[config.mk]
export PLATFORM = sky130hd
export DESIGN_NAME = pipe_adder_flat
export DESIGN_NICKNAME = d
export VERILOG_FILES = /design/src/rtl/pipe_adder_pkg.sv /design/src/rtl/pipe_adder_if.sv /design/src/rtl/pipe_adder_stage.sv /design/src/rtl/pipe_adder.sv /design/src/flat_wrapper.sv
export SDC_FILE = /design/constraint.sdc
export NUM_CORES = 1
export LEC_CHECK = 0
export ABC_AREA = 0
export CORE_ASPECT_RATIO = 0.9
export CORE_MARGIN = 2
export CORE_UTILIZATION = 58
export DETAILED_ROUTE_END_ITERATION = 8
export GPL_ROUTABILITY_DRIVEN = 0
export HOLD_SLACK_MARGIN = 0.15
export PLACE_DENSITY = 0.95
export SLEW_MARGIN = 15
export SYNTH_ARGS = -nofsm -noshare
export SYNTH_HDL_FRONTEND = slang
export SYNTH_SLANG_ARGS = --single-unit
[constraint.sdc]
create_clock -name clk_i -period 4.72 [get_ports clk_i]
set_input_delay 0.944 -clock clk_i [delete_from_list [all_inputs] [get_ports clk_i]]
set_output_delay 0.944 -clock clk_i [all_outputs]
set_load 0.01 [all_outputs]
[src/rtl/pipe_adder_pkg.sv]
// Shared constants and helpers for the pipelined adder.
package pipe_adder_pkg;

  localparam int PIPE_ADD_WIDTH = 16;
  localparam int PIPE_ADD_CHUNK = 4;

  function automatic int clog2(input int value);
    int r;
    r = 0;
    for (int i = 0; i < 31; i++) begin
      if ((1 << i) < value) r = i + 1;
    end
    return r;
  endfunction

endpackage

[src/rtl/pipe_adder_if.sv]
// Operand/result handshake bundle for pipe_adder.
interface pipe_adder_if
  import pipe_adder_pkg::*;
#(
  parameter int WIDTH = PIPE_ADD_WIDTH,
  parameter int OCC_W =
    clog2(PIPE_ADD_WIDTH / PIPE_ADD_CHUNK + 1)
);

  logic [WIDTH-1:0] a_i;
  logic [WIDTH-1:0] b_i;
  logic             c_in_i;
  logic             in_valid_i;
  logic             in_ready_o;
  logic [WIDTH-1:0] sum_o;
  logic             c_out_o;
  logic             out_valid_o;
  logic             out_ready_i;
  logic [OCC_W-1:0] occupancy_o;

  modport master (
    output a_i, b_i, c_in_i,
    output in_valid_i, out_ready_i,
    input  in_ready_o, sum_o, c_out_o,
    input  out_valid_o, occupancy_o
  );

  modport slave (
    input  a_i, b_i, c_in_i,
    input  in_valid_i, out_ready_i,
    output in_ready_o, sum_o, c_out_o,
    output out_valid_o, occupancy_o
  );

endinterface

[src/rtl/pipe_adder_stage.sv]
// One ripple slice: CHUNK-bit add with carry in and out.
module pipe_adder_stage #(
  parameter int CHUNK = 4
) (
  input  logic [CHUNK-1:0] a,
  input  logic [CHUNK-1:0] b,
  input  logic             carry_in,
  output logic [CHUNK-1:0] sum,
  output logic             carry_out
);

  assign {carry_out, sum} =
    {1'b0, a} + {1'b0, b} + {{CHUNK{1'b0}}, carry_in};

endmodule

[src/rtl/pipe_adder.sv]
// WIDTH-bit adder split into CHUNK-bit registered slices,
// valid/ready chained so bubbles collapse under back-pressure.
module pipe_adder
  import pipe_adder_pkg::*;
#(
  parameter int WIDTH = PIPE_ADD_WIDTH,
  parameter int CHUNK = PIPE_ADD_CHUNK
) (
  input logic       clk_i,
  input logic       reset_i,
  pipe_adder_if.slave bus
);

  localparam int STAGES = WIDTH / CHUNK;
  localparam int OCC_W  = clog2(STAGES + 1);

  if (WIDTH % CHUNK != 0) begin : g_bad_chunk
    $error("pipe_adder: WIDTH must be a multiple of CHUNK");
  end

  logic [STAGES:0]   ready;
  logic [STAGES-1:0] valid;
  logic [OCC_W-1:0]  occ;

  assign ready[STAGES] = bus.out_ready_i;

  for (genvar k = 0; k < STAGES; k++) begin : g_stage
    // REM: operand bits not yet added; LOW: sum bits done
    localparam int REM = WIDTH - k * CHUNK;
    localparam int LOW = (k + 1) * CHUNK;

    logic             valid_q;
    logic             carry_q;
    logic [LOW-1:0]   sum_q;
    logic [LOW-1:0]   nxt_sum;
    logic             src_valid;
    logic             src_carry;
    logic [REM-1:0]   src_a;
    logic [REM-1:0]   src_b;
    logic [CHUNK-1:0] s;
    logic             co;

    if (k == 0) begin : g_head
      assign src_valid = bus.in_valid_i;
      assign src_carry = bus.c_in_i;
      assign src_a     = bus.a_i;
      assign src_b     = bus.b_i;
      assign nxt_sum   = s;
    end else begin : g_body
      assign src_valid = g_stage[k-1].valid_q;
      assign src_carry = g_stage[k-1].carry_q;
      assign src_a     = g_stage[k-1].g_keep.a_q;
      assign src_b     = g_stage[k-1].g_keep.b_q;
      assign nxt_sum   = {s, g_stage[k-1].sum_q};
    end

    pipe_adder_stage #(.CHUNK(CHUNK)) u_add (
      .a         (src_a[CHUNK-1:0]),
      .b         (src_b[CHUNK-1:0]),
      .carry_in  (src_carry),
      .sum       (s),
      .carry_out (co)
    );

    assign ready[k] = !valid_q || ready[k+1];
    assign valid[k] = valid_q;

    // data only moves with a valid item, so idle inputs never leak in
    always_ff @(posedge clk_i) begin
      if (reset_i) begin
        valid_q <= 1'b0;
        carry_q <= 1'b0;
        sum_q   <= '0;
      end else if (ready[k]) begin
        valid_q <= src_valid;
        if (src_valid) begin
          carry_q <= co;
          sum_q   <= nxt_sum;
        end
      end
    end

    if (REM > CHUNK) begin : g_keep
      logic [REM-CHUNK-1:0] a_q;
      logic [REM-CHUNK-1:0] b_q;

      always_ff @(posedge clk_i) begin
        if (reset_i) begin
          a_q <= '0;
          b_q <= '0;
        end else if (ready[k] && src_valid) begin
          a_q <= src_a[REM-1:CHUNK];
          b_q <= src_b[REM-1:CHUNK];
        end
      end
    end
  end

  always_comb begin
    occ = '0;
    for (int k = 0; k < STAGES; k++) begin
      occ = occ + OCC_W'(valid[k]);
    end
  end

  assign bus.in_ready_o  = ready[0];
  assign bus.out_valid_o = valid[STAGES-1];
  assign bus.sum_o       = g_stage[STAGES-1].sum_q;
  assign bus.c_out_o     = g_stage[STAGES-1].carry_q;
  assign bus.occupancy_o = occ;

endmodule

[src/flat_wrapper.sv]
// flat-port wrapper written by rule: the top's interface ports become plain ports
module pipe_adder_flat import pipe_adder_pkg::*;
#(
  parameter int WIDTH = PIPE_ADD_WIDTH,
  parameter int CHUNK = PIPE_ADD_CHUNK
)
  (clk_i, reset_i, bus_a_i, bus_b_i, bus_c_in_i, bus_in_valid_i, bus_out_ready_i, bus_in_ready_o, bus_sum_o, bus_c_out_o, bus_out_valid_o, bus_occupancy_o);
  pipe_adder_if #(.WIDTH(WIDTH), .OCC_W(clog2(5))) bus_i ();
  input logic clk_i;
  input logic reset_i;
  input wire logic [$bits(bus_i.a_i)-1:0] bus_a_i;
  input wire logic [$bits(bus_i.b_i)-1:0] bus_b_i;
  input wire logic [$bits(bus_i.c_in_i)-1:0] bus_c_in_i;
  input wire logic [$bits(bus_i.in_valid_i)-1:0] bus_in_valid_i;
  input wire logic [$bits(bus_i.out_ready_i)-1:0] bus_out_ready_i;
  output wire logic [$bits(bus_i.in_ready_o)-1:0] bus_in_ready_o;
  output wire logic [$bits(bus_i.sum_o)-1:0] bus_sum_o;
  output wire logic [$bits(bus_i.c_out_o)-1:0] bus_c_out_o;
  output wire logic [$bits(bus_i.out_valid_o)-1:0] bus_out_valid_o;
  output wire logic [$bits(bus_i.occupancy_o)-1:0] bus_occupancy_o;
  assign bus_i.a_i = bus_a_i;
  assign bus_i.b_i = bus_b_i;
  assign bus_i.c_in_i = bus_c_in_i;
  assign bus_i.in_valid_i = bus_in_valid_i;
  assign bus_i.out_ready_i = bus_out_ready_i;
  assign bus_in_ready_o = bus_i.in_ready_o;
  assign bus_sum_o = bus_i.sum_o;
  assign bus_c_out_o = bus_i.c_out_o;
  assign bus_out_valid_o = bus_i.out_valid_o;
  assign bus_occupancy_o = bus_i.occupancy_o;
  pipe_adder #(.WIDTH(WIDTH), .CHUNK(CHUNK)) u_core (.clk_i(clk_i), .reset_i(reset_i), .bus(bus_i));
endmodule
==> results of run 1 <==
[critical path, stage by stage]
cell             delay, ns
clkdlybuf4s50_1       0.44
and4b_1               0.44
nand2_1               0.15
clkdlybuf4s50_1       0.51
[metal layers]
metal / track usage / vias up / share of wire / wire, um
met5: 0 / - / 0 / 0
met4: 0.0727 / 0 / 0.015 / 119
met3: 0.0563 / 9 / 0.054 / 424
met2: 0.395 / 98 / 0.50 / 3920
met1: 0.285 / 1477 / 0.44 / 3430
li1: - / 1650 / - / -
[final timing paths]
check	start	slack, ns	endpoint
setup / recovery	bus_out_ready_i	1.30	bus_in_ready_o
hold / removal	u_core.g_stage[2].sum_q[7]$_SDFFE_PP0P_	0.46	u_core.bus.sum_o[7]$_SDFFE_PP0P_
setup reg to reg	u_core.g_stage[0].g_keep.b_q[0]$_SDFFE_PP0P_	2.82	u_core.g_stage[1].carry_q$_SDFFE_PP0P_
hold reg to reg	u_core.g_stage[2].sum_q[7]$_SDFFE_PP0P_	0.46	u_core.bus.sum_o[7]$_SDFFE_PP0P_
[cell type report]
cell class | instances | share of cell area
clock inverter | 3 | 0.00399
sequential | 96 | 0.408
multi-input combinational | 334 | 0.389
timing repair buffer | 63 | 0.130
inverter | 18 | 0.0143
clock buffer | 12 | 0.0308
tap | 90 | 0.0239
[synthesized netlist by cell type (all sizes together) (4+ instances only)]
cell type	number
dfxtp	96
xnor2	4
clkbuf	12
buf	17
a21o	4
nand2	161
a211oi	7
a21oi	86
inv	18
fa	9
nor2	13
nor3	5
nor2b	6
ha	14
[state kept, by name (all words and copies together) (netlist names)]
name                       cells
u_core.bus.c_out_o             1
u_core.bus.out_valid_o         1
u_core.g_stage.sum_q          24
u_core.g_stage.carry_q         3
u_core.g_stage.g_keep.b_q     24
u_core.g_stage.g_keep.a_q     24
u_core.bus.sum_o              16
u_core.g_stage.valid_q         3
[power by group]
part           total, uW  leakage (uW)  switching, uW  internal [uW]
logic                139      0.000856           72.6           66.7
registers            853      0.000781           17.6            835
clock network        463     0.0000862            261            202
total               1460       0.00172            351           1100
[per-stage QoR]
stage	power (uW)	hold slack, ns	instance area, um2	utilization
floorplan	956	0.427	3990	-
detailed placement	1010	0.446	4550	0.687
global route	1520	0.472	4710	0.711
finish	1460	0.455	4710	0.711
global placement	1000	0.438	4550	0.687
CTS	1460	0.454	4710	0.711
[logic make-up (layout without fill, tap and decap cells)]
kind of cell | count (synthesis) | count (layout)
AND/OR/NAND/NOR | 199 | 199
AO/OA/AOI/OAI | 107 | 107
flip-flops | 96 | 96
buffers and inverters | 47 | 96
adder cells (fa/ha/maj) | 23 | 23
XOR/XNOR | 5 | 5
==> impl_metrics.yaml, run 1 <==
logic_synthesis:
  async_flop_share: 0
  synth-compound-area-share: 0.152
  syn_nets: 537
  yosys_warnings: 0
  synthAdderAreaFrac: 0.0891
  syn_avg_cell_area_um2: 8.36
  synth.yosys.seq_area_share: 0.482
  synthXorXnorAreaFrac: 0.0110
  synth_seq_cells: 96
  synth_cell_type_count: 37
  synth-simple-area-share: 0.206
  synthMuxAreaShare: 0
  synthFlopType: "dfxtp_1"
  synth_edf_count: 0
  synth_area_leaders: "dfxtp_1, nand2_1, a21oi_1, fa_1, ha_1"
  yosysTopAreaCell: "dfxtp_1"
  synth_top_area_share: 0.482
  synth_top_family_by_area: "simple AND/OR/NAND/NOR gates"
  postSynthCellCount: 477
  syn_area_um2: 3990
cells_and_area:
  final_common_cell: "nand2_1"
  final_cell_count_no_fill: 616
  regArea_um2: 1920
  fillers: 468
  final_cell_mix: "nand2_1, dfxtp_1, a21oi_1"
  synthToLayoutAreaGrowth_pct: 18.1
  n_antenna_cell: 0
  multi_input_area_um2: 1830
  drive_above_1_share: 0.0437
  layout.nets: 582
routing:
  via_per_inst: 5.25
  wirelength_um: 7890
  drt_iter0_drc: 227
  vias: 3234
  wire_per_inst_um: 12.8
  ant_nets: 0
  remaining_drc_errors: 0
  drt_pass1_iterations: 4
placed_design:
  dp_slack_ns: 1.34
  place.port_buffers: 58
  dp_cells: 601
  place_hpwl_um: 5660
timing:
  fin_skew_ns: 0.0105
  tightest_slew_ns: 1.11
  hold_viol: 0
  fmax_ghz: 0.292
  rsz0062_at_grt: "no"
  finalSetupViolations: 0
  worst_slack_ns: 1.30
  slew_violations: 0
  fin_crit_sh: 0.725
  slew_headroom: 0.260
  fin_crit_ns: 3.42
  setup-tns-final_ns: 0
global_routing:
  grt-ovfl-total: 0
  grt_pass1_wl_um: 13800
  grt_pass1_vias: 3077
  antenna_found_initial: 0
  grt_util_all_layers: 0.228
  grt_max_degree: 69
critical_path:
  required_ns: 3.78
  crit_type: "in2out"
  worstSetupStartpointType: "primary input"
  cp.arrival_ns: 2.48
  critPathMaxFanout: 5
  rr_worst_depth: 7
  cp-end-kind: "output pin"
power_and_ir_drop:
  leakage_uw: 0.00172
  ir_drop_mv: 0.215
  cellPowerDensity_nw_per_um2: 309
clock_network:
  hold_buffers: 0
  ctsHtreeMaxLevel: 3
  clk_latency_ns: 0.37
  cts_root_buf: "clkbuf_8"
  clockBufferDepth: 2
  cts_resized: 0
  clock_sinks: 96
  cts_setup_buffers: 0
  path_clk_slew_ns: 0.09
  cts_tree: "built"
  cts_buffers: 9
worst_hold_path:
  min_path_cells: 2
  hp-class: "reg2reg"
job:
  drv_cap: 0
status:
  outcome: "finished clean"
floorplan:
  fp.coreArea_um2: 6620
  die-area_um2: 7560
  ios: 59
  num_rows: 28
  die_w_um: 91.4
  initial_core_util: 0.602
  dieHeight_um: 82.7
No activity file was read; power rests on OpenSTA's default activity.
==> run 2: changes to the inputs <==
--- a/config.mk
+++ b/config.mk
@@ -8,11 +8,11 @@
 export ABC_AREA = 0
 export CORE_ASPECT_RATIO = 0.9
 export CORE_MARGIN = 2
-export CORE_UTILIZATION = 58
+export CORE_UTILIZATION = 54
 export DETAILED_ROUTE_END_ITERATION = 8
 export GPL_ROUTABILITY_DRIVEN = 0
 export HOLD_SLACK_MARGIN = 0.15
-export PLACE_DENSITY = 0.95
+export PLACE_DENSITY = 0.92
 export SLEW_MARGIN = 15
 export SYNTH_ARGS = -nofsm -noshare
 export SYNTH_HDL_FRONTEND = slang
==> constraint.sdc (replaced) <==
create_clock -name clk_i -period 3.5 [get_ports clk_i]
set_input_delay 0.7 -clock clk_i [delete_from_list [all_inputs] [get_ports clk_i]]
set_output_delay 0.7 -clock clk_i [all_outputs]
set_load 0.01 [all_outputs]
==> impl_metrics.yaml, run 2 (synthesized netlist as in run 1, its figures left out) <==
power_and_ir_drop:
  power_frac_comb: 0.088
  ir_drop_mv: 0.252
  p_sw_uw: 491
  p_seq_frac: 0.540
  leakage_uw: 0.00174
  switching_share: 0.231
  finalPower_uw: 2130
  p_int_uw: 1640
  cellPowerDensity_nw_per_um2: 446
  clkPwrFrac: 0.372
clock_network:
  cts_buffers: 9
  hold_buffers: 0
  ctsHtreeMaxLevel: 3
  clockBufferDepth: 2
  cts_root_buf: "clkbuf_8"
  clk_latency_ns: 0.36
  path_clk_slew_ns: 0.09
  cts_tree: "built"
  cts_resized: 0
  clock_sinks: 96
  cts_setup_buffers: 0
critical_path:
  required_ns: 2.80
  cp.arrival_ns: 2.43
  critPathMaxFanout: 7
  r2r-start: "u_core.g_stage[0].g_keep.b_q[0]$_SDFFE_PP0P_"
  worstSetupStartpointType: "flip-flop"
  cp-end-kind: "output pin"
  crit_type: "reg2out"
  r2r_slack_ns: 1.62
  rr_worst_depth: 7
  r2r_end: "u_core.g_stage[1].carry_q$_SDFFE_PP0P_"
cells_and_area:
  layout.nets: 582
  utilization: 0.671
  n_antenna_cell: 0
  final_cell_count_no_fill: 620
  synthToLayoutAreaGrowth_pct: 19.6
  final_common_cell: "nand2_1"
  final_design_area_no_fill_um2: 4770
  final_cell_mix: "nand2_1, dfxtp_1, a21oi_1"
  drive_above_1_share: 0.0474
  reg.largest.list: "u_core.g_stage.g_keep.a_q (24), u_core.g_stage.g_keep.b_q (24), u_core.g_stage.sum_q (24)"
worst_hold_path:
  hold_start: "u_core.g_stage[0].g_keep.a_q[8]$_SDFFE_PP0P_"
  worstHoldEndpoint: "u_core.g_stage[1].g_keep.a_q[4]$_SDFFE_PP0P_"
  hp-class: "reg2reg"
  min_path_cells: 2
timing:
  fin_crit_ns: 3.13
  slew_headroom: 0.266
  slew_violations: 0
  fin_crit_sh: 0.896
  setup-tns-final_ns: 0
  tightest_slew_ns: 1.10
  finalSetupViolations: 0
  fin_skew_ns: 0.00688
  fmax_ghz: 0.319
  rsz0062_at_grt: "no"
  hold_viol: 0
job:
  drv_cap: 0
routing:
  wire_per_inst_um: 12.5
  via_per_inst: 5.11
  vias: 3171
  ant_nets: 0
  remaining_drc_errors: 0
  wirelength_um: 7720
  drt_iter0_drc: 193
  drt_pass1_iterations: 4
placed_design:
  place.port_buffers: 58
  place_hpwl_um: 5480
  place_area_um2: 4550
  dp_cells: 604
floorplan:
  ios: 59
  die-area_um2: 8090
  initial_core_util: 0.561
  die_w_um: 94.6
  num_rows: 29
  fp.coreArea_um2: 7110
  dieHeight_um: 85.5
status:
  outcome: "finished clean"
global_routing:
  grt_pass1_wl_um: 12900
  grt_max_degree: 70
  antenna_found_initial: 0
  grt_pass1_vias: 2956
  grt-ovfl-total: 0
  grt_util_all_layers: 0.202
## run 2: changes by cell type in the layout (fill, tap and decap cells not counted)
cell and delta:
bufinv_16 +2, clkinvlp_4 +2, clkbuf_1 -1, clkinv_4 -1, clkinv_2 -1
## run 2: cell type report
cell class	instances	area, um2
clock buffer	11	141
clock inverter	5	80.1
fill	575	2340
inverter	18	67.6
multi-input combinational	334	1830
sequential	96	1920
tap	93	116
timing repair buffer	63	613
## run 2: worst max-delay path by stage
stage | start | to | slack (ns) | cells past startpoint
detailed placement | bus_out_ready_i | bus_in_ready_o | 0.61 | 4
global placement | bus_out_ready_i | bus_in_ready_o | 0.63 | 4
finish | u_core.g_stage[0].valid_q$_SDFFE_PP0P_ | bus_occupancy_o[1] | 0.37 | 4
floorplan | u_core.g_stage[0].valid_q$_SDFFE_PP0P_ | bus_occupancy_o[1] | 1.35 | 3
CTS | u_core.g_stage[0].valid_q$_SDFFE_PP0P_ | bus_occupancy_o[1] | 0.35 | 4
global route | u_core.g_stage[0].valid_q$_SDFFE_PP0P_ | bus_occupancy_o[1] | 0.29 | 4
## run 2: power by group through the flow
stage	logic (uW)	clock network, uW	registers, uW
finish	187	793	1150
global route	209	845	1150
CTS	188	803	1150
detailed placement	185	0	1170
global placement	179	0	1170
floorplan	121	0	1170
## run 2: through the flow
stage          setup slack (ns)  hold WS [ns]
2_1_floorplan              1.35         0.427
3_3_place_gp              0.632         0.439
3_5_place_dp              0.614         0.447
4_1_cts                   0.349         0.457
5_1_grt                   0.294         0.472
6_report                  0.365         0.455
## run 2: worst max-delay path, stage by stage (launching register included)
cell and delay (ns):
dfxtp_1 0.53, ha_1 0.34, fa_1 0.41, ha_1 0.28, clkdlybuf4s50_1 0.52
## run 2: routing by layer
metal	track usage	up-vias	wire length [um]
met1	0.262	1422	3530
met2	0.339	93	3670
met4	0.0804	0	109
met3	0.0334	11	417
met5	0	-	0
li1	-	1645	-
==> run 3: changes to the inputs <==
--- a/config.mk
+++ b/config.mk
@@ -9,6 +9,7 @@
 export CORE_ASPECT_RATIO = 0.9
 export CORE_MARGIN = 2
 export CORE_UTILIZATION = 54
+export CTS_CLUSTER_SIZE = 8
 export DETAILED_ROUTE_END_ITERATION = 8
 export GPL_ROUTABILITY_DRIVEN = 0
 export HOLD_SLACK_MARGIN = 0.15
==> results of run 3 <==
Final layout, timing and power as in run 2 (identical DEF).
